### config.mk
export PLATFORM = sky130hd
export DESIGN_NAME = mod_counter
export DESIGN_NICKNAME = d
export VERILOG_FILES = /design/src/rtl/counter_pkg.sv /design/src/rtl/mod_counter_next.sv /design/src/rtl/mod_counter.sv
export SDC_FILE = /design/constraint.sdc
export NUM_CORES = 1
export LEC_CHECK = 0
export BUFFER_PORTS_ARGS = -buffer_cell sky130_fd_sc_hd__buf_4
export CAP_MARGIN = 15
export CORE_ASPECT_RATIO = 1.25
export CORE_MARGIN = 5
export CORE_UTILIZATION = 35
export DETAILED_ROUTE_END_ITERATION = 16
export SYNTH_ARGS = -nofsm -noshare
export SYNTH_HDL_FRONTEND = slang
export SYNTH_SLANG_ARGS = --single-unit
### constraint.sdc
create_clock -name clk -period 1.85 [get_ports clk]
set_clock_uncertainty 0.15 [all_clocks]
set_input_delay 0.0925 -clock clk [delete_from_list [all_inputs] [get_ports clk]]
set_output_delay 0.0925 -clock clk [all_outputs]
set_load 0.02 [all_outputs]
### src/rtl/counter_pkg.sv
// Shared constants and helpers for the modulo counter family.
package counter_pkg;

    // Direction encoding on the dir input
    localparam logic DIR_UP   = 1'b1;
    localparam logic DIR_DOWN = 1'b0;

    // Limit behaviour selected by the SATURATE parameter
    localparam int MODE_WRAP = 0;
    localparam int MODE_SAT  = 1;

    // Wide enough for any supported WIDTH (<= 31) plus one guard bit
    localparam int CALC_W = 33;
    typedef logic [CALC_W-1:0] calc_t;

    // Out-of-range load values are pinned to the top of the range
    function automatic calc_t clamp_load(input calc_t val, input calc_t mod);
        return (val < mod) ? val : (mod - calc_t'(1));
    endfunction

endpackage

### src/rtl/mod_counter_next.sv
// Combinational next-state logic for mod_counter: priority clr > load > en,
// wrap or saturate at the range limits, limit detection for tc/wrap/ovf.
module mod_counter_next
    import counter_pkg::*;
#(
    parameter int WIDTH    = 8,
    parameter int MOD      = 256,
    parameter int SATURATE = 0
) (
    input  logic [WIDTH-1:0] count,
    input  logic             dir,
    input  logic             en,
    input  logic             clr,
    input  logic             load,
    input  logic [WIDTH-1:0] load_val,
    output logic [WIDTH-1:0] next_count,
    output logic             limit_hit
);

    // Compares are done one bit wider so MOD == 2**WIDTH has no truncation
    localparam logic [WIDTH:0] MAX_X = (WIDTH+1)'(MOD - 1);
    localparam logic [WIDTH:0] ONE_X = (WIDTH+1)'(1);

    logic [WIDTH:0]   cnt_x;
    logic [WIDTH:0]   up_x;
    logic [WIDTH:0]   dn_x;
    logic             at_max;
    logic             at_zero;
    logic [WIDTH-1:0] loaded;

    assign cnt_x   = {1'b0, count};
    assign up_x    = cnt_x + ONE_X;
    assign dn_x    = cnt_x - ONE_X;
    assign at_max  = (cnt_x == MAX_X);
    assign at_zero = (cnt_x == '0);
    assign loaded  = WIDTH'(clamp_load(calc_t'(load_val), calc_t'(MOD)));

    // Select the next count and flag a limit crossing in the same pass
    always_comb begin
        next_count = count;
        limit_hit  = 1'b0;
        if (clr) begin
            next_count = '0;
        end else if (load) begin
            next_count = loaded;
        end else if (en) begin
            if (dir == DIR_UP) begin
                if (at_max) begin
                    limit_hit  = 1'b1;
                    next_count = (SATURATE == MODE_SAT) ? count : '0;
                end else begin
                    next_count = up_x[WIDTH-1:0];
                end
            end else begin
                if (at_zero) begin
                    limit_hit  = 1'b1;
                    next_count = (SATURATE == MODE_SAT) ? count : MAX_X[WIDTH-1:0];
                end else begin
                    next_count = dn_x[WIDTH-1:0];
                end
            end
        end
    end

endmodule

### src/rtl/mod_counter.sv
// Parametrised up/down modulo counter with clear, load, enable, terminal
// count, registered wrap pulse and sticky overflow flag.
module mod_counter
    import counter_pkg::*;
#(
    parameter int WIDTH    = 8,
    parameter int MOD      = 256,
    parameter int SATURATE = 0,
    parameter int RST_VAL  = 0
) (
    input  logic             clk,
    input  logic             rst,
    input  logic             en,
    input  logic             dir,
    input  logic             clr,
    input  logic             load,
    input  logic [WIDTH-1:0] load_val,
    output logic [WIDTH-1:0] count,
    output logic             tc,
    output logic             wrap,
    output logic             ovf
);

    // Reject parameter sets the counter cannot represent
    if (WIDTH < 1 || WIDTH > 31) begin : g_bad_width
        $error("mod_counter: WIDTH must be in 1..31");
    end
    if (MOD < 2 || longint'(MOD) > (longint'(1) << WIDTH)) begin : g_bad_mod
        $error("mod_counter: MOD must satisfy 2 <= MOD <= 2**WIDTH");
    end
    if (RST_VAL < 0 || RST_VAL >= MOD) begin : g_bad_rst
        $error("mod_counter: RST_VAL must be in 0..MOD-1");
    end

    localparam logic [WIDTH-1:0] RST_CNT = WIDTH'(RST_VAL);

    logic [WIDTH-1:0] count_q, count_d;
    logic             wrap_q, wrap_d;
    logic             ovf_q, ovf_d;
    logic             limit_hit;

    mod_counter_next #(
        .WIDTH    (WIDTH),
        .MOD      (MOD),
        .SATURATE (SATURATE)
    ) u_next (
        .count      (count_q),
        .dir        (dir),
        .en         (en),
        .clr        (clr),
        .load       (load),
        .load_val   (load_val),
        .next_count (count_d),
        .limit_hit  (limit_hit)
    );

    // wrap follows each limit event; ovf accumulates until clr
    always_comb begin
        wrap_d = limit_hit;
        ovf_d  = clr ? 1'b0 : (ovf_q | limit_hit);
    end

    // State registers with immediate reset on rst low
    always_ff @(posedge clk or negedge rst) begin
        if (!rst) begin
            count_q <= RST_CNT;
            wrap_q  <= 1'b0;
            ovf_q   <= 1'b0;
        end else begin
            count_q <= count_d;
            wrap_q  <= wrap_d;
            ovf_q   <= ovf_d;
        end
    end

    // limit_hit is already gated by en/clr/load, so it is the predictor
    assign tc    = limit_hit;
    assign count = count_q;
    assign wrap  = wrap_q;
    assign ovf   = ovf_q;

endmodule

==> flow_summary.json <==
{
  "period_minus_slack_ps": 1980,
  "register_area_sq_um": 255,
  "ys_top_cells_by_count": "dfrtp_1, nor3_1, a21oi_1, clkbuf_1",
  "yosys.area.top_type": "dfrtp_1",
  "wire_per_inst_um": 15.9,
  "yosysWarnings": 0,
  "setup_slack_ps": -130,
  "final_cells": 193,
  "rsz0062_at_grt": "true",
  "yosysTopAreaCellShare": 0.274,
  "drive_gt1_frac": 0.431,
  "clkSinkCount": 10,
  "synth_edf_count": 0,
  "criticalPathCategory": "flop to output pin",
  "whs_ps": 5.48,
  "cts_made_buffers": 3,
  "die_area_sq_um": 3740,
  "p_leak_nw": 0.626,
  "drtPass1Iterations": 4,
  "arrival_ps": 1740,
  "fillers": 225,
  "max_freq_mhz": 505,
  "cp_slowest_cell": "or4_4",
  "synth_area_leaders": "dfrtp_1, nor3_1, a21oi_1",
  "synth_fp_nets": 129,
  "multiInputGateArea_sq_um": 657,
  "maxCapViolations": 0,
  "crit_buf_inv": 1,
  "dieWidth_um": 55.7,
  "cts_tree": "yes",
  "crit_family": "simple AND/OR/NAND/NOR gates",
  "setup_viol": 2,
  "seq_area_frac_synth": 0.274,
  "route.detailed.drc": 0,
  "ys_types": 40,
  "dp_hpwl_um": 2120,
  "area_delta_synth_final_pct": 57.7,
  "antenna_found_initial": 0,
  "report.final.slew_viol_count": 0,
  "vias": 1076,
  "drt_iter0_drc": 42,
  "start_kind": "flop",
  "failed_checks": "setup timing",
  "via_per_inst": 5.58,
  "placedCellCount": 174,
  "die_y_um": 67.1,
  "htreeDepth": 1,
  "pre_cts_ws_ps": 54.6,
  "ys_ff_latch": 10,
  "p_per_area_nw_per_um2": 531,
  "ant_nets": 0,
  "crit_required_ps": 1610,
  "routed_wl_um": 3080,
  "hold_viol": 0,
  "critPathMaxStageDelay_ps": 560,
  "grt_pass1_wl_um": 5000,
  "synth_cells": 112,
  "clock_path_buffers": 2,
  "async_reset_ff_frac": 1.00,
  "core_area_sq_um": 2480,
  "grt_pass1_vias": 1072,
  "worstMarginPinSlew_ps": 300,
  "max_slew_margin": 0.798,
  "grt-ovfl-total": 0,
  "synth_ff_type": "dfrtp_1",
  "fin_nets": 179,
  "ios": 25,
  "root_buffer": "clkbuf_4",
  "clkTransAtPathRegs_ps": 70,
  "start_util": 0.369,
  "critPathCaptureType": "output pin",
  "cp_cell_sequence": "or4_4 > nor3b_4 > o21a_2 > buf_6",
  "synthesis.area_sq_um": 913,
  "gp_congestion": 0.873,
  "n_antenna_cell": 0,
  "layout_worst_path_cycle_share": 1.07,
  "hold_class": "primary input to flop",
  "insertion_delay_ps": 260,
  "status": "finished with violations",
  "io_buffers": 24,
  "crit_fanout": 2,
  "postSynthAreaPerCell_sq_um": 8.16,
  "grt_start_max_net_pins": 21,
  "timing.reg2reg.setup_slack_ps": -80,
  "grt_util_all_layers": 0.169,
  "ir_worst_vdd_v": 0.000386,
  "num_rows": 20
}
## tightest hold or removal path: stages
cell and delay (ps):
buf_4 80, nand2_1 40, o21ai_0 60, and2_1 120
## cells in the final DEF, fill, tap and decap left out, types with 3 or more instances in the layout
master / n
nand2_1: 3
a21oi_1: 9
nor3_1: 9
xnor2_1: 4
nor2_1: 6
buf_4: 44
nor3b_1: 4
dlygate4sd3_1: 7
buf_6: 4
clkbuf_4: 3
nand3_1: 6
o2bb2ai_1: 3
dfrtp_1: 6
dfrtp_2: 4
inv_1: 3
nand4_1: 3
## what timing repair did
| item | CTS | global route |
|---|---|---|
| setup endpoints to repair | 1 | 9 |
| pin swaps | 2 | 5 |
| setup buffers | 5 | 7 |
| hold buffers | 7 | 0 |
| gates resized for setup | 6 | 13 |
| hold endpoints to repair | 15 | 0 |
| cloned | 0 | 0 |
## report_power, final
group	internal [mW]	total [mW]	switching, mW
Sequential	0.235	0.255	0.0204
Clock	0.0751	0.150	0.0746
Combinational	0.185	0.359	0.174
Total	0.495	0.764	0.269
## stage by stage
stage | utilization | total power, mW | setup TNS, ps | instance area, sq um
2_1_floorplan | - | 0.435 | 0 | 916
3_3_place_gp | 0.486 | 0.552 | 0 | 1200
3_5_place_dp | 0.486 | 0.556 | 0 | 1200
4_1_cts | 0.546 | 0.737 | -171 | 1350
5_1_grt | 0.581 | 0.819 | -405 | 1440
6_report | 0.581 | 0.764 | -209 | 1440
## sequential cells by signal, summed over array words and instances, names as in the netlist
register	cells
wrap	1
count	8
ovf	1
## cell families (layout without fill, tap and decap cells)
group / after synthesis / after routing / share of synthesized area
simple gates: 48 / 48 / 0.314
compound gates: 28 / 28 / 0.221
buf+inv: 15 / 63 / 0.0712
flops: 10 / 10 / 0.274
xor+xnor: 6 / 6 / 0.0575
fa+ha+maj: 3 / 3 / 0.0411
mux: 2 / 2 / 0.0219
## worst paths after layout
path | end | cells past startpoint | startpoint
min in group asynchronous | count[5] | 2 | rst
max reg2reg | ovf | 9 | count[1]
max | tc | 4 | count[3]
min reg2reg | ovf | 1 | ovf
max in group asynchronous | count[2] | 2 | rst
min | count[1] | 4 | load_val[1]
## metal layers
| layer | global-route usage | vias to the layer above | share of wire |
|---|---|---|---|
| met5 | 0 | - | 0 |
| met3 | 0.0252 | 4 | 0.058 |
| met2 | 0.300 | 38 | 0.53 |
| met4 | 0.0821 | 0 | 0.016 |
| met1 | 0.198 | 521 | 0.40 |
| li1 | - | 513 | - |
## cell type report
class | count | share of cell area
Sequential cell | 10 | 0.177
Multi-Input combinational cell | 87 | 0.456
Clock buffer | 3 | 0.0156
Tap cell | 33 | 0.0287
Timing Repair Buffer | 55 | 0.309
Inverter | 5 | 0.0130
Note: power is estimated with default switching activity, not from simulation.
